==> src/rtl/transpose_psum_accumulator_if.sv <==
// rtl/transpose_psum_accumulator_if.sv - partial-sum input and drain output streams of the psum accumulator
interface transpose_psum_accumulator_if #(
    parameter int DW = 16,
    parameter int AW = 5
);
    logic          partial_valid;
    logic [3:0]    col_id;
    logic [DW-1:0] partial_in;
    logic          out_valid;
    logic          out_ready;
    logic [DW-1:0] out_data;
    logic [AW-1:0] out_addr;
    logic          out_last;

    modport master (
        output partial_valid, col_id, partial_in, out_ready,
        input  out_valid, out_data, out_addr, out_last
    );

    modport slave (
        input  partial_valid, col_id, partial_in, out_ready,
        output out_valid, out_data, out_addr, out_last
    );
endinterface

==> src/rtl/transpose_psum_accumulator.sv <==
// rtl/transpose_psum_accumulator.sv - overlap-add row accumulator with saturating drain stream
module transpose_psum_accumulator #(
    parameter int  DW    = 16,
    parameter int  ACC_W = 24,
    parameter int  DEPTH = 32,
    localparam int AW    = $clog2(DEPTH)
) (
    input  logic                          clk,
    input  logic                          rst_n,
    input  logic                          tile_start,
    input  logic [AW-1:0]                 tile_base,
    input  logic                          flush_start,
    transpose_psum_accumulator_if.slave   bus,
    output logic                          busy,
    output logic                          flush_done,
    output logic                          err_drop
);
    typedef enum logic [1:0] {IDLE, ACCUM, FLUSH} state_t;

    localparam logic [AW-1:0] LAST_ADDR = AW'(DEPTH - 1);
    localparam logic signed [ACC_W-1:0] SAT_MAX = {{(ACC_W-DW+1){1'b0}}, {(DW-1){1'b1}}};
    localparam logic signed [ACC_W-1:0] SAT_MIN = {{(ACC_W-DW+1){1'b1}}, {(DW-1){1'b0}}};

    state_t                   state;
    logic [AW-1:0]            base;
    logic [AW-1:0]            ptr;
    logic                     out_valid_q;
    logic signed [ACC_W-1:0]  acc [DEPTH];

    logic [AW-1:0]            eff_base;
    logic [AW-1:0]            wr_addr;
    logic signed [ACC_W-1:0]  addend;
    logic signed [ACC_W-1:0]  rd_val;
    logic [DW-1:0]            sat_val;
    logic                     xfer;

    // A tile_start coinciding with a partial already steers that partial, unless flush wins the cycle
    assign eff_base = (state == ACCUM && tile_start && !flush_start) ? tile_base : base;
    assign wr_addr  = eff_base + AW'(bus.col_id);
    assign addend   = {{(ACC_W-DW){bus.partial_in[DW-1]}}, bus.partial_in};
    assign rd_val   = acc[ptr];
    assign xfer     = out_valid_q && bus.out_ready;

    always_comb begin
        sat_val = rd_val[DW-1:0];
        if (rd_val > SAT_MAX)
            sat_val = SAT_MAX[DW-1:0];
        else if (rd_val < SAT_MIN)
            sat_val = SAT_MIN[DW-1:0];
    end

    assign bus.out_valid = out_valid_q;
    assign bus.out_data  = out_valid_q ? sat_val : '0;
    assign bus.out_addr  = ptr;
    assign bus.out_last  = out_valid_q && (ptr == LAST_ADDR);
    assign busy          = (state != IDLE);

    always_ff @(posedge clk or negedge rst_n) begin
        if (!rst_n) begin
            state       <= IDLE;
            base        <= '0;
            ptr         <= '0;
            out_valid_q <= 1'b0;
            flush_done  <= 1'b0;
            err_drop    <= 1'b0;
            for (int i = 0; i < DEPTH; i++)
                acc[i] <= '0;
        end else begin
            flush_done <= 1'b0;
            if (bus.partial_valid && state != ACCUM)
                err_drop <= 1'b1;
            case (state)
                IDLE: begin
                    if (tile_start) begin
                        base  <= tile_base;
                        state <= ACCUM;
                    end
                end
                ACCUM: begin
                    // Flop-array storage makes the update visible next cycle, so back-to-back hits add fully
                    if (bus.partial_valid)
                        acc[wr_addr] <= acc[wr_addr] + addend;
                    if (flush_start) begin
                        state       <= FLUSH;
                        ptr         <= '0;
                        out_valid_q <= 1'b1;
                    end else if (tile_start) begin
                        base <= tile_base;
                    end
                end
                FLUSH: begin
                    if (xfer) begin
                        acc[ptr] <= '0;
                        if (ptr == LAST_ADDR) begin
                            state       <= IDLE;
                            ptr         <= '0;
                            out_valid_q <= 1'b0;
                            flush_done  <= 1'b1;
                        end else begin
                            ptr <= ptr + AW'(1);
                        end
                    end
                end
                default: begin
                    state       <= IDLE;
                    out_valid_q <= 1'b0;
                end
            endcase
        end
    end
endmodule
==> src/flat_wrapper.sv <==
// flat-port wrapper written by rule: the top's interface ports become plain ports
module transpose_psum_accumulator_flat 
#(
    parameter int  DW    = 16,
    parameter int  ACC_W = 24,
    parameter int  DEPTH = 32,
    localparam int AW    = $clog2(DEPTH)
)
  (clk, rst_n, tile_start, tile_base, flush_start, busy, flush_done, err_drop, bus_partial_valid, bus_col_id, bus_partial_in, bus_out_ready, bus_out_valid, bus_out_data, bus_out_addr, bus_out_last);
  transpose_psum_accumulator_if #(.DW(DW)) bus_i ();
  input  logic clk;
  input  logic rst_n;
  input  logic tile_start;
  input  logic [AW-1:0] tile_base;
  input  logic flush_start;
  output logic busy;
  output logic flush_done;
  output logic err_drop;
  input wire logic [$bits(bus_i.partial_valid)-1:0] bus_partial_valid;
  input wire logic [$bits(bus_i.col_id)-1:0] bus_col_id;
  input wire logic [$bits(bus_i.partial_in)-1:0] bus_partial_in;
  input wire logic [$bits(bus_i.out_ready)-1:0] bus_out_ready;
  output wire logic [$bits(bus_i.out_valid)-1:0] bus_out_valid;
  output wire logic [$bits(bus_i.out_data)-1:0] bus_out_data;
  output wire logic [$bits(bus_i.out_addr)-1:0] bus_out_addr;
  output wire logic [$bits(bus_i.out_last)-1:0] bus_out_last;
  assign bus_i.partial_valid = bus_partial_valid;
  assign bus_i.col_id = bus_col_id;
  assign bus_i.partial_in = bus_partial_in;
  assign bus_i.out_ready = bus_out_ready;
  assign bus_out_valid = bus_i.out_valid;
  assign bus_out_data = bus_i.out_data;
  assign bus_out_addr = bus_i.out_addr;
  assign bus_out_last = bus_i.out_last;
  transpose_psum_accumulator #(.DW(DW), .ACC_W(ACC_W), .DEPTH(DEPTH)) u_core (.clk(clk), .rst_n(rst_n), .tile_start(tile_start), .tile_base(tile_base), .flush_start(flush_start), .bus(bus_i), .busy(busy), .flush_done(flush_done), .err_drop(err_drop));
endmodule
==> config.mk <==
export PLATFORM = sky130hd
export DESIGN_NAME = transpose_psum_accumulator_flat
export DESIGN_NICKNAME = d
export VERILOG_FILES = /design/src/rtl/transpose_psum_accumulator_if.sv /design/src/rtl/transpose_psum_accumulator.sv /design/src/flat_wrapper.sv
export SDC_FILE = /design/constraint.sdc
export NUM_CORES = 2
export LEC_CHECK = 0
export ABC_AREA = 1
export CAP_MARGIN = 20
export CORE_AREA = 4 4 340 342
export DETAILED_ROUTE_END_ITERATION = 7
export DIE_AREA = 0 0 344 346
export DONT_BUFFER_PORTS = 1
export SLEW_MARGIN = 20
export SYNTH_ARGS = -nofsm -noshare
export SYNTH_HDL_FRONTEND = slang
export SYNTH_SLANG_ARGS = --single-unit
==> constraint.sdc <==
create_clock -name clk -period 6.3 [get_ports clk]
set_input_delay 1.89 -clock clk [delete_from_list [all_inputs] [get_ports clk]]
set_output_delay 1.89 -clock clk [all_outputs]
set_load 0.01 [all_outputs]
# Word-level counts from Yosys, hierarchy flattened

Index checks and enable logic that the tools add are counted.

Logic and storage cells: 116
RAM bits: 0
Latch bits: 0
Memories: 0
Bits of input ports: 31
ROM bits: 0
Register bits: 783
Output and inout port bits: 26

Multiplexer cells: 37
Reductions and logical operators: 17
Bitwise operators: 5
Multiply operators: 0
Shifts and indexed selects: 0
Equality and inequality tests: 10
Magnitude comparators: 6
Add/subtract/negate cells: 3
Divide/modulo/power cells: 0

Operator list:

| kind                   | count |
|---|---|
| $mux W768              | 2 |
| $pmux W768 S2          | 1 |
| $and A768 B768 Y768    | 1 |
| $bwmux W768            | 1 |
| $not A768 Y768         | 1 |
| $bmux W24 S5           | 2 |
| $demux W24 S5          | 2 |
| $mux W24               | 6 |
| $mux W16               | 3 |
| $mux W5                | 6 |
| $add A24 B16 Y24       | 1 |
| $gt A24 B16 Y1 const B | 1 |
| $lt A24 B16 Y1 const B | 1 |
| $pmux W5 S2            | 2 |
| $ge A6 B6 Y1 const B   | 2 |
| $lt A6 B1 Y1 const B   | 2 |
| $not A5 Y6             | 2 |
| $mux W2                | 4 |
| $ne A2 B2 Y1 const B   | 4 |
| $reduce_and A4 Y1      | 2 |
| $logic_and A1 B1 Y1    | 7 |
| $mux W1                | 6 |
| $ne A2 B1 Y1 const B   | 3 |
| $pmux W2 S3            | 1 |
| other kinds (12)       | 15 |

# Depth between registers and ports, before layout

Depth after elaboration: 13
Gate-level depth with buffers: 35
Mapped depth without buffers: 31

# Worst setup path after synthesis

No wires, ideal clock.

Path type: input to register
From: in flush_start
To: reg u_core.acc[710] in the netlist's numbering
Arrival time: 6670 ps
Path buffers: 5
Data required time: 6184 ps
Library setup time: 116 ps
Setup slack: -486 ps
Stages: 32
Cell sequence: inv_1 -> nand3_1 -> buf_6 -> a21oi_1 -> ha_1 -> inv_1 -> fa_1 -> inv_1 -> nand2_1 -> clkbuf_1 -> clkbuf_1 -> clkbuf_1 -> o22ai_1 -> o21ai_0 -> nand2_1 -> inv_1 -> nand4_1 -> inv_1 -> ha_1 -> inv_1 -> fa_1 -> inv_1 -> nand2_1 -> o21ai_1 -> a21oi_1 -> inv_1 -> a21oi_1 -> xor2_1 -> inv_1 -> clkbuf_1 -> nand2_1 -> nand2_1

Longest elaborated chain between the ends: 12
Elaborated cells on any way between the ends: 17
Classes of those cells: add/sub (2); order compare (2); mux (9); bitwise (1); reduce/logical (3)

Ends and longest elaborated chain:

| item                                                                         | RTL line                         | text |
|---|---|---|
| from (decl)                                                                  | flat_wrapper.sv:15               | `input logic flush_start;` |
| $logic_not A1 Y1 *                                                           | transpose_psum_accumulator.sv:38 | `assign eff_base = (state == ACCUM && tile_start && !flush_start) ? tile_base : base;` |
| $logic_and A1 B1 Y1 *                                                        | transpose_psum_accumulator.sv:38 |  |
| $mux W5 *                                                                    | transpose_psum_accumulator.sv:38 |  |
| $add A5 B4 Y5 *                                                              | transpose_psum_accumulator.sv:39 | `assign wr_addr = eff_base + AW'(bus.col_id);` |
| $not A5 Y6 (implied by the code) *                                           | transpose_psum_accumulator.sv:82 | `acc[wr_addr] <= acc[wr_addr] + addend;` |
| $bmux W24 S5, or another cell as far along                                   | transpose_psum_accumulator.sv:82 |  |
| $mux W24 (implied by the code) / $logic_and A1 B1 Y1 (equally long branches) | transpose_psum_accumulator.sv:82 |  |
| $mux W24 (implied by the code)                                               | transpose_psum_accumulator.sv:82 |  |
| $add A24 B16 Y24 / $demux W24 S5 (equally long branches)                     | transpose_psum_accumulator.sv:82 |  |
| $bwmux W768 *                                                                | transpose_psum_accumulator.sv:82 |  |
| $mux W768 *                                                                  | transpose_psum_accumulator.sv:81 | `if (bus.partial_valid)` |
| $pmux W768 S2 *                                                              | transpose_psum_accumulator.sv:72 | `case (state)` |
| to (signal, indexed assignment)                                              | transpose_psum_accumulator.sv:82 |  |
| to (decl)                                                                    | transpose_psum_accumulator.sv:28 | `logic signed [ACC_W-1:0] acc [DEPTH];` |

Every way passes the cells marked *; elsewhere a longest branch is shown, timed or not. The select of a mux whose other input is x is not followed.
A chain may end at the register's enable or synchronous reset.

# Final worst setup path

From: in flush_start
To: reg u_core.acc[478] in the netlist's numbering

Same word-level chain as after synthesis.

==> out/qor.yml <==
cpMostUsedCell: "buf_4"
cts.clk_slew.worst_paths_ns: 0.06
critPathSlowestCell: "fa_2"
drc_errors: 0
hpwl_um: 137000
first_pass_iters: 8
min_path_cells: 2
antenna_cells: 0
status: "finished, final reports clean"
worst_pin_slew_ns: 1.25
grt_pass1_vias: 44800
drv_cap: 0
syn_area_per_cell_um2: 7.12
grt_max_degree: 784
synth_cell_types: 52
arrival_ns: 6.80
ys.flop_type: "dfrtp_1"
syn_inst: 6282
cts_root_buf: "clkbuf_16"
die_h_um: 346
yosys_register_bits: 783
clock_latency_ns: 0.69
gp_congestion: 0.976
wire_per_inst_um: 26.0
syn_to_final_growth_pct: 22.7
cp-end-kind: "flip-flop"
slew_violations: 0
fmax_mhz: 159
hp-start: "u_core.acc[544]"
drtIter0Drc: 7831
vias: 48700
period_needed_ns: 6.27
ys_warn_count: 0
tns_ns: 0
layout_common_cells: "2,055 x nand2_1, 780 x dfrtp_1, 737 x o21ai_0"
path_max_fanout: 8
synth_edf_count: 0
required_ns: 6.83
critPathMaxStageDelay_ns: 0.63
async_flop_share: 1.00
num_io_pins: 57
io_buffers: 0
htree_levels: 3
reg2reg_depth: 34
fp.dieW_um: 344
postCtsHoldBufs: 0
r2r_slack_ns: 0.52
placed_cell_area_um2: 49600
antenna_left: 0
antenna_found_initial: 2
cts_tree: "yes"
syn_area_um2: 44700
coreArea_um2: 112000
rsz0062_at_grt: "yes"
r2r-end: "u_core.acc[478]"
finalWirelength_um: 210000
avgViaCountPerCell: 6.03
cts_buffer_depth: 3
setup_viol: 0
final_common_cell: "nand2_1"
ys_seq_area_frac: 0.438
rows: 123
grt_overflow_total: 0
globalRouteTotalUtil: 0.330
hold_end: "u_core.acc[544]"
final_area_um2: 54900
min_period_over_period: 0.996
synth_nets: 6354
numCtsBuffers: 90
hp-class: "flip-flop to flip-flop"
clock_sinks: 783
hold_viol: 0
start_util: 0.398
worst_clock_skew_ns: 0.0423
slew_headroom: 0.163
grt_pass1_wl_um: 298000
drive_above_1_share: 0.152
cp-start-kind: "input pin"
r2r_start: "u_core.state[1]"
final_nets: 6584
die-area_um2: 119000
path_class: "input pin to flip-flop"
## per-layer routing
metal	track usage	vias to the layer above	share of wire
li1	-	21300	-
met1	0.441	23200	0.38
met2	0.488	3684	0.42
met3	0.104	635	0.15
met4	0.156	4	0.051
met5	0	-	0.00013
## critical path: cells and delay by family
| family | cells | cell delay, ns |
|---|---|---|
| AND/OR/NAND/NOR | 8 | 0.81 |
| AO/OA/AOI/OAI | 7 | 0.87 |
| adder cells (fa/ha/maj) | 3 | 1.02 |
| buffers and inverters | 14 | 1.97 |
| XOR/XNOR | 1 | 0.21 |
## per-stage QoR
stage	setup slack [ns]	instances	hold WS, ns	utilization
final	0.0277	8082	0.473	0.488
after global routing	-0.111	8082	0.498	0.488
after CTS	0.00509	8022	0.474	0.469
after detailed placement	-1.15	7851	0.459	0.441
after global placement	-1.13	7851	0.454	0.441
after floorplan	0.00463	6282	0.442	-
## layout make-up
cell class                      count  area [µm²]
Fill cell                       11000       57500
Multi-Input combinational cell   4626       22800
Sequential cell                   783       19600
Timing Repair Buffer              570        5930
Clock buffer                      131        2620
Tap cell                         1500        1880
Inverter                          441        1690
Clock inverter                     31         338
## Yosys cell counts (9+ instances only)
master / n / share of area
nand2_1: 2091 / 0.18
o21ai_0: 851 / 0.095
dfrtp_1: 783 / 0.44
o22ai_1: 414 / 0.058
inv_1: 412 / 0.035
nor2_1: 398 / 0.033
nand3_1: 347 / 0.039
a21oi_1: 235 / 0.026
clkbuf_1: 234 / 0.020
buf_2: 141 / 0.016
o21ai_1: 42 / 0.0047
buf_1: 40 / 0.0034
ha_1: 39 / 0.011
or2_2: 22 / 0.0031
nand4_1: 21 / 0.0029
nor3_1: 18 / 0.0020
inv_2: 16 / 0.0013
clkinv_1: 13 / 0.0011
nor2_2: 12 / 0.0017
nor3_4: 12 / 0.0044
a221oi_1: 11 / 0.0022
o31ai_1: 11 / 0.0018
buf_6: 10 / 0.0025
xor2_1: 10 / 0.0020
buf_4: 9 / 0.0015
nor2_4: 9 / 0.0023
o2111ai_1: 9 / 0.0018
## flip-flops by register name (all words and copies together) (netlist names)
signal,flops
u_core.bus.out_addr,5
u_core.base,5
u_core.flush_done,1
u_core.acc,768
u_core.bus.out_valid,1
u_core.state,2
u_core.err_drop,1
## what timing repair did
item	4_1_cts	5_1_grt
cloned	2	27
resized for setup	14	351
setup endpoints to repair	195	665
pin swaps	5	72
setup buffers	7	30
endpoints found under the hold margin	0	0
## kinds of logic (layout without fill, tap and decap cells)
logic type / count (synthesis) / after routing / synth area share
buf+inv: 875 / 1173 / 0.0798
compound gates: 1608 / 1608 / 0.196
fa+ha+maj: 41 / 41 / 0.0118
xor+xnor: 15 / 17 / 0.00327
simple gates: 2960 / 2960 / 0.271
flops: 783 / 783 / 0.438
## worst max path at each step
| stage | start | to | slack, ns |
|---|---|---|---|
| final | flush_start | u_core.acc[478] | 0.03 |
| after global routing | flush_start | u_core.acc[669] | -0.11 |
| after CTS | flush_start | u_core.acc[190] | 0.005 |
| after detailed placement | flush_start | u_core.acc[376] | -1.15 |
| after global placement | flush_start | u_core.acc[40] | -1.13 |
| after floorplan | flush_start | u_core.acc[398] | 0.005 |
Power is left out: the tool's default activity adds up to more than one toggle a clock period on the data nets, which glitch-free logic cannot reach.
